File: config.mk
export PLATFORM = sky130hd
export DESIGN_NAME = key_event_scanner_flat
export DESIGN_NICKNAME = d
export VERILOG_FILES = /design/src/rtl/key_event_scanner_if.sv /design/src/rtl/key_event_scanner.sv /design/src/flat_wrapper.sv
export SDC_FILE = /design/constraint.sdc
export NUM_CORES = 1
export LEC_CHECK = 0
export CORE_UTILIZATION = 60
export DETAILED_ROUTE_END_ITERATION = 16
export PLACE_DENSITY = 0.86
export SYNTH_ARGS = -nofsm -noshare
export SYNTH_HDL_FRONTEND = slang
export SYNTH_SLANG_ARGS = --single-unit
File: constraint.sdc
create_clock -name sys_clk -period 27.1 [get_ports sys_clk]
set_clock_uncertainty 0.05 [all_clocks]
set_input_delay 5.42 -clock sys_clk [delete_from_list [all_inputs] [get_ports sys_clk]]
set_output_delay 5.42 -clock sys_clk [all_outputs]
set_load 0.01 [all_outputs]
File: src/rtl/key_event_scanner_if.sv
// Event stream between the key scanner and the MCU: show-ahead valid/ready
// plus the sticky overflow flag and its clear.
interface key_event_scanner_if #(
    parameter int CODE_W = 4
) ();
    logic              evt_valid;
    logic [CODE_W-1:0] evt_code;
    logic              evt_ready;
    logic              evt_overflow;
    logic              ovf_clr;

    modport master (
        output evt_valid,
        output evt_code,
        output evt_overflow,
        input  evt_ready,
        input  ovf_clr
    );

    modport slave (
        input  evt_valid,
        input  evt_code,
        input  evt_overflow,
        output evt_ready,
        output ovf_clr
    );
endinterface

File: src/rtl/key_event_scanner.sv
// Multi-key debouncer producing press/release/long/repeat pulses, with the
// pulses serialised through per-key pending flags into a show-ahead event FIFO.
module key_event_scanner #(
    parameter int NUM_KEYS        = 4,
    parameter int ACTIVE_LOW      = 1,
    parameter int DEBOUNCE_CYCLES = 1_000_000,
    parameter int LONG_CYCLES     = 50_000_000,
    parameter int REPEAT_CYCLES   = 10_000_000,
    parameter int FIFO_DEPTH      = 8
) (
    input  logic                sys_clk,
    input  logic                sys_rst,
    input  logic [NUM_KEYS-1:0] key,
    output logic [NUM_KEYS-1:0] key_stable,
    output logic [NUM_KEYS-1:0] key_press,
    output logic [NUM_KEYS-1:0] key_release,
    output logic [NUM_KEYS-1:0] key_long,
    output logic [NUM_KEYS-1:0] key_repeat,
    key_event_scanner_if.master evt
);
    localparam int IDX_W  = (NUM_KEYS > 1) ? $clog2(NUM_KEYS) : 1;
    localparam int CODE_W = IDX_W + 2;
    localparam int FLAGS  = 4 * NUM_KEYS;
    localparam int DW     = $clog2(DEBOUNCE_CYCLES);
    localparam int HW     = $clog2(LONG_CYCLES + REPEAT_CYCLES + 2);
    localparam int AW     = $clog2(FIFO_DEPTH);

    localparam logic [NUM_KEYS-1:0] IDLE_LEVEL =
        (ACTIVE_LOW != 0) ? {NUM_KEYS{1'b1}} : {NUM_KEYS{1'b0}};
    localparam logic [DW-1:0] DEB_LAST  = DW'(DEBOUNCE_CYCLES - 1);
    localparam logic [HW-1:0] HOLD_LONG = HW'(LONG_CYCLES);
    localparam logic [HW-1:0] HOLD_TOP  = HW'(LONG_CYCLES + REPEAT_CYCLES);
    localparam logic [HW-1:0] HOLD_WRAP = HW'(LONG_CYCLES + 1);

    logic [NUM_KEYS-1:0] sync1;
    logic [NUM_KEYS-1:0] sync2;
    logic [NUM_KEYS-1:0] pressed;
    logic [NUM_KEYS-1:0] accept;
    logic [DW-1:0]       dcnt [NUM_KEYS];
    logic [HW-1:0]       hold [NUM_KEYS];

    logic [FLAGS-1:0]    pend;
    logic [FLAGS-1:0]    pulse_vec;
    logic [FLAGS-1:0]    clr_vec;
    logic                sel_found;
    logic [CODE_W-1:0]   sel_idx;
    logic [CODE_W-1:0]   sel_code;
    logic                ovf_new;
    logic                ovf;

    logic [CODE_W-1:0]   mem [FIFO_DEPTH];
    logic [AW:0]         wp;
    logic [AW:0]         rp;
    logic                full;
    logic                empty;
    logic                push;
    logic                pop;

    // Synchronisers reset to the released level so reset exit is silent.
    always_ff @(posedge sys_clk or posedge sys_rst) begin
        if (sys_rst) begin
            sync1 <= IDLE_LEVEL;
            sync2 <= IDLE_LEVEL;
        end else begin
            sync1 <= key;
            sync2 <= sync1;
        end
    end

    assign pressed = (ACTIVE_LOW != 0) ? ~sync2 : sync2;

    always_comb begin
        accept = '0;
        for (int k = 0; k < NUM_KEYS; k++) begin
            accept[k] = (pressed[k] != key_stable[k]) && (dcnt[k] == DEB_LAST);
        end
    end

    always_ff @(posedge sys_clk or posedge sys_rst) begin
        if (sys_rst) begin
            key_stable  <= '0;
            key_press   <= '0;
            key_release <= '0;
            for (int k = 0; k < NUM_KEYS; k++) begin
                dcnt[k] <= '0;
                hold[k] <= '0;
            end
        end else begin
            key_press   <= accept & pressed;
            key_release <= accept & ~pressed;
            for (int k = 0; k < NUM_KEYS; k++) begin
                if (accept[k]) begin
                    dcnt[k]       <= '0;
                    key_stable[k] <= pressed[k];
                end else if (pressed[k] != key_stable[k]) begin
                    dcnt[k] <= dcnt[k] + 1'b1;
                end else begin
                    dcnt[k] <= '0;
                end

                // Hold counter wraps to LONG+1 after each repeat to stay bounded.
                if (accept[k] && pressed[k]) begin
                    hold[k] <= '0;
                end else if (key_stable[k]) begin
                    if (REPEAT_CYCLES == 0) begin
                        if (hold[k] <= HOLD_LONG) begin
                            hold[k] <= hold[k] + 1'b1;
                        end
                    end else if (hold[k] == HOLD_TOP) begin
                        hold[k] <= HOLD_WRAP;
                    end else begin
                        hold[k] <= hold[k] + 1'b1;
                    end
                end
            end
        end
    end

    always_comb begin
        key_long   = '0;
        key_repeat = '0;
        for (int k = 0; k < NUM_KEYS; k++) begin
            key_long[k]   = key_stable[k] && (hold[k] == HOLD_LONG);
            key_repeat[k] = (REPEAT_CYCLES != 0) && key_stable[k] && (hold[k] == HOLD_TOP);
        end
    end

    // Flag layout: bit 4*key + type, type 0 press, 1 release, 2 long, 3 repeat.
    always_comb begin
        pulse_vec = '0;
        for (int k = 0; k < NUM_KEYS; k++) begin
            pulse_vec[4*k]     = key_press[k];
            pulse_vec[4*k + 1] = key_release[k];
            pulse_vec[4*k + 2] = key_long[k];
            pulse_vec[4*k + 3] = key_repeat[k];
        end
    end

    // Lowest set bit wins, which is lowest key first, then press..repeat.
    always_comb begin
        sel_found = 1'b0;
        sel_idx   = '0;
        for (int i = FLAGS - 1; i >= 0; i--) begin
            if (pend[i]) begin
                sel_found = 1'b1;
                sel_idx   = CODE_W'(i);
            end
        end
        sel_code = {sel_idx[1:0], sel_idx[CODE_W-1:2]};
    end

    assign full    = (wp[AW] != rp[AW]) && (wp[AW-1:0] == rp[AW-1:0]);
    assign empty   = (wp == rp);
    assign push    = sel_found && !full;
    assign pop     = !empty && evt.evt_ready;
    assign clr_vec = push ? ({{(FLAGS-1){1'b0}}, 1'b1} << sel_idx) : '0;
    assign ovf_new = |(pulse_vec & pend & ~clr_vec);

    always_ff @(posedge sys_clk or posedge sys_rst) begin
        if (sys_rst) begin
            pend <= '0;
            ovf  <= 1'b0;
            wp   <= '0;
            rp   <= '0;
            for (int d = 0; d < FIFO_DEPTH; d++) begin
                mem[d] <= '0;
            end
        end else begin
            pend <= (pend & ~clr_vec) | pulse_vec;
            if (ovf_new) begin
                ovf <= 1'b1;
            end else if (evt.ovf_clr) begin
                ovf <= 1'b0;
            end
            if (push) begin
                mem[wp[AW-1:0]] <= sel_code;
                wp              <= wp + 1'b1;
            end
            if (pop) begin
                rp <= rp + 1'b1;
            end
        end
    end

    assign evt.evt_valid    = !empty;
    assign evt.evt_code     = mem[rp[AW-1:0]];
    assign evt.evt_overflow = ovf;
endmodule
File: src/flat_wrapper.sv
// flat-port wrapper written by rule: the top's interface ports become plain ports
module key_event_scanner_flat 
#(
    parameter int NUM_KEYS        = 4,
    parameter int ACTIVE_LOW      = 1,
    parameter int DEBOUNCE_CYCLES = 1_000_000,
    parameter int LONG_CYCLES     = 50_000_000,
    parameter int REPEAT_CYCLES   = 10_000_000,
    parameter int FIFO_DEPTH      = 8
)
  (sys_clk, sys_rst, key, key_stable, key_press, key_release, key_long, key_repeat, evt_evt_valid, evt_evt_code, evt_evt_overflow, evt_evt_ready, evt_ovf_clr);
  key_event_scanner_if evt_i ();
  input  logic sys_clk;
  input  logic sys_rst;
  input  logic [NUM_KEYS-1:0] key;
  output logic [NUM_KEYS-1:0] key_stable;
  output logic [NUM_KEYS-1:0] key_press;
  output logic [NUM_KEYS-1:0] key_release;
  output logic [NUM_KEYS-1:0] key_long;
  output logic [NUM_KEYS-1:0] key_repeat;
  output wire logic [$bits(evt_i.evt_valid)-1:0] evt_evt_valid;
  output wire logic [$bits(evt_i.evt_code)-1:0] evt_evt_code;
  output wire logic [$bits(evt_i.evt_overflow)-1:0] evt_evt_overflow;
  input wire logic [$bits(evt_i.evt_ready)-1:0] evt_evt_ready;
  input wire logic [$bits(evt_i.ovf_clr)-1:0] evt_ovf_clr;
  assign evt_evt_valid = evt_i.evt_valid;
  assign evt_evt_code = evt_i.evt_code;
  assign evt_evt_overflow = evt_i.evt_overflow;
  assign evt_i.evt_ready = evt_evt_ready;
  assign evt_i.ovf_clr = evt_ovf_clr;
  key_event_scanner #(.NUM_KEYS(NUM_KEYS), .ACTIVE_LOW(ACTIVE_LOW), .DEBOUNCE_CYCLES(DEBOUNCE_CYCLES), .LONG_CYCLES(LONG_CYCLES), .REPEAT_CYCLES(REPEAT_CYCLES), .FIFO_DEPTH(FIFO_DEPTH)) u_core (.sys_clk(sys_clk), .sys_rst(sys_rst), .key(key), .key_stable(key_stable), .key_press(key_press), .key_release(key_release), .key_long(key_long), .key_repeat(key_repeat), .evt(evt_i));
endmodule
==> flow_summary.ini <==
[status]
outcome = complete, no violations

[logic_synthesis]
synthXorXnorAreaFrac = 0.06955
synth_cell_types = 72
synth-compound-area-share = 0.1151
synth_nets = 1420
synthFlopType = dfrtp_1
synth-edff-count = 0
synth_top_area_share = 0.4743
synthAdderAreaFrac = 0.01312
ys.warnings.count = 0
syn_avg_cell_area_um2 = 9.549
syn_area_mm2 = 0.01335
postSynthCellCount = 1398
yosysTopAreaCell = dfrtp_1
synth.area.mux_share = 0.04780
synth_top_family_by_area = simple AND/OR/NAND/NOR gates
ys_ff_latch = 261
synth-simple-area-share = 0.2373
ys_top_cells_by_area = dfrtp_1, nor2_1, xor2_1
ys_async_sr_fraction = 1.000
ys_seq_area_frac = 0.4900

[route]
viasPerCell = 6.260
drc = 0
wl_per_cell_um = 17.41
first_pass_iters = 7
wl_mm = 29.95
via_count = 10770
detail-route-antenna-nets = 0
drt_iter0_drc = 987

[die]
fp.dieH_um = 151.2
die_w_um = 151.2
rows = 54
start_util = 0.6117
die-area_mm2 = 0.02285
io_pins = 34
fp.coreArea_mm2 = 0.02182

[grt]
grt_pass1_vias = 10340
overflow = 0
antenna_found_initial = 0
track_usage = 0.2725
grt_max_degree = 136
grt_pass1_wl_mm = 50.25

[place]
place_inst = 1668
portBuffers = 33
dpl.hpwl_mm = 19.84
gp_routability_congestion = 0.9189
placedInstanceArea_mm2 = 0.01389

[clocking]
cts_resized = 0
cts_sinks = 261
clk_pin_slew_ps = 60
h-tree-depth = 1
clock_latency_ps = 540
cts_tree = built
holdBufCountCts = 0
numCtsBuffers = 28
cts_buffer_depth = 3
cts-root-buf = clkbuf_16
cts_setup_buffers = 0

[sta]
slew_headroom = 0.2576
setup_viol = 0
drv_slew = 0
finalSetupTns_ps = 0
period_share = 0.3267
worst_pin_slew_ps = 1106
finalCriticalPeriod_ps = 8853
rsz0062_at_grt = no
fmax_mhz = 113.0
hold_viol_final = 0

[run]
drv_cap = 0

[power_and_ir_drop]
p_int_uw = 626.1
p_seq_frac = 0.493
p_switching_uw = 174.0
powerDensity_mw_per_mm2 = 53.89
p_leak_nw = 6.446
vdd_drop_max_mv = 0.05686
switching_share = 0.2175
power_frac_clock = 0.490
power.total_uw = 800.1
p_comb_frac = 0.017

[worst_setup_path]
timing.rr.end = u_core.hold[2]
reg2reg_from = u_core.key_stable[3]
worstSetupEndpointType = output pin
worstSetupStartpointType = flip-flop
crit_path_end = key_repeat[0]
path_class = flip-flop to output pin
crit_start = u_core.hold[78]
required_ps = 21630
rrSetupSlack_ps = 23490
worstPathMaxFanout = 12
rr_worst_depth = 7
crit_arrival_ps = 3380

[final_layout]
final_cell_area_mm2 = 0.01485
layout_commonest_cell = dfrtp_1
antenna_cells = 0
fin_cells = 1720
area_growth_pct = 11.22
drive_gt1_frac = 0.08819
nets = 1440
final_cell_mix = dfrtp_1, nor2_1, nand2_1, o21ai_0, nand3_1

[min_path]
hp-class = flip-flop to flip-flop
holdPathStages = 0
## critical path, cell delays in order, from the launching register on
cell and delay (ps):
dfrtp_1 430, inv_1 90, ha_1 140, and4b_1 190, nand4_1 150, or4_1 760
nor2_1 440, clkdlybuf4s50_1 630
## cell usage after synthesis (4+ instances only)
cell type / instances
dfrtp_1: 253
nor2_1: 176
nand2_1: 111
o21ai_0: 89
nand3_1: 78
a21oi_1: 59
xor2_1: 59
xnor2_1: 47
inv_1: 45
nand4_1: 44
clkbuf_1: 42
nor3_1: 40
mux2_2: 38
and3_1: 33
nor4_1: 21
and2_1: 18
a21o_1: 16
or3_1: 16
ha_1: 14
nor4b_1: 14
o21ai_1: 12
nand2b_1: 11
a211oi_1: 10
and4_1: 9
a31oi_1: 8
dfstp_2: 8
mux4_2: 8
o211ai_1: 8
a22o_1: 7
nand4b_1: 6
nor2b_1: 6
nor4bb_1: 6
o22ai_1: 6
or4_1: 6
a31o_2: 5
o31ai_1: 5
or2_2: 5
buf_2: 4
nor3b_1: 4
## power groups by stage
stage | clock network [mW] | logic, mW | registers [mW]
3_5_place_dp | 0 | 0.0142 | 0.401
5_1_grt | 0.414 | 0.0162 | 0.394
3_3_place_gp | 0 | 0.0139 | 0.401
2_1_floorplan | 0 | 0.00977 | 0.401
4_1_cts | 0.397 | 0.0143 | 0.394
6_report | 0.392 | 0.0136 | 0.394
## state kept, by name (all words and copies together), names as in the netlist
signal                   cells
u_core.wp                    4
u_core.hold                104
u_core.key_stable            4
u_core.key_press             4
u_core.pend                 16
u_core.rp                    4
u_core.evt.evt_overflow      1
u_core.sync2                 4
u_core.key_release           4
u_core.mem                  32
u_core.dcnt                 80
u_core.sync1                 4
## routing by layer
| metal | vias up | wire, µm | part of all wire | GRT usage |
|---|---|---|---|---|
| li1 | 5037 | - | - | - |
| met2 | 428 | 13960 | 0.47 | 0.4417 |
| met3 | 95 | 1864 | 0.062 | 0.03946 |
| met4 | 0 | 960 | 0.032 | 0.08700 |
| met1 | 5207 | 13160 | 0.44 | 0.3789 |
| met5 | - | 0 | 0 | 0 |
## through the flow
| stage | setup WS (ps) | util | hold WS [ps] |
|---|---|---|---|
| 3_3_place_gp | 19030 | 0.6363 | 296.3 |
| 4_1_cts | 18330 | 0.6803 | 302.1 |
| 3_5_place_dp | 18920 | 0.6363 | 297.5 |
| 5_1_grt | 18220 | 0.6803 | 300.8 |
| 2_1_floorplan | 14460 | - | 295.2 |
| 6_report | 18250 | 0.6803 | 300.1 |
## cell families (layout without fill, tap and decap cells)
| group | Yosys count | after routing |
|---|---|---|
| compound gates | 254 | 254 |
| xor+xnor | 106 | 106 |
| fa+ha+maj | 14 | 14 |
| buf+inv | 95 | 137 |
| flops | 261 | 261 |
| mux | 49 | 49 |
| simple gates | 619 | 619 |
## area by class of cell
| type | count | area (µm²) |
|---|---|---|
| Fill cell | 1595 | 6977 |
| Sequential cell | 261 | 6541 |
| Multi-Input combinational cell | 1042 | 6446 |
| Clock buffer | 34 | 764.5 |
| Timing Repair Buffer | 37 | 360.3 |
| Tap cell | 280 | 350.3 |
| Clock inverter | 18 | 196.4 |
| Inverter | 48 | 187.7 |
## worst min-delay path by stage
stage                         start         endpoint  slack, ps
floorplan           u_core.sync1[0]  u_core.sync2[0]        300
global placement    u_core.sync1[3]  u_core.sync2[3]        300
detailed placement  u_core.sync1[3]  u_core.sync2[3]        300
CTS                 u_core.sync1[3]  u_core.sync2[3]        300
global route        u_core.sync1[3]  u_core.sync2[3]        300
finish              u_core.sync1[3]  u_core.sync2[3]        300
No activity file was read; power rests on OpenSTA's default activity.
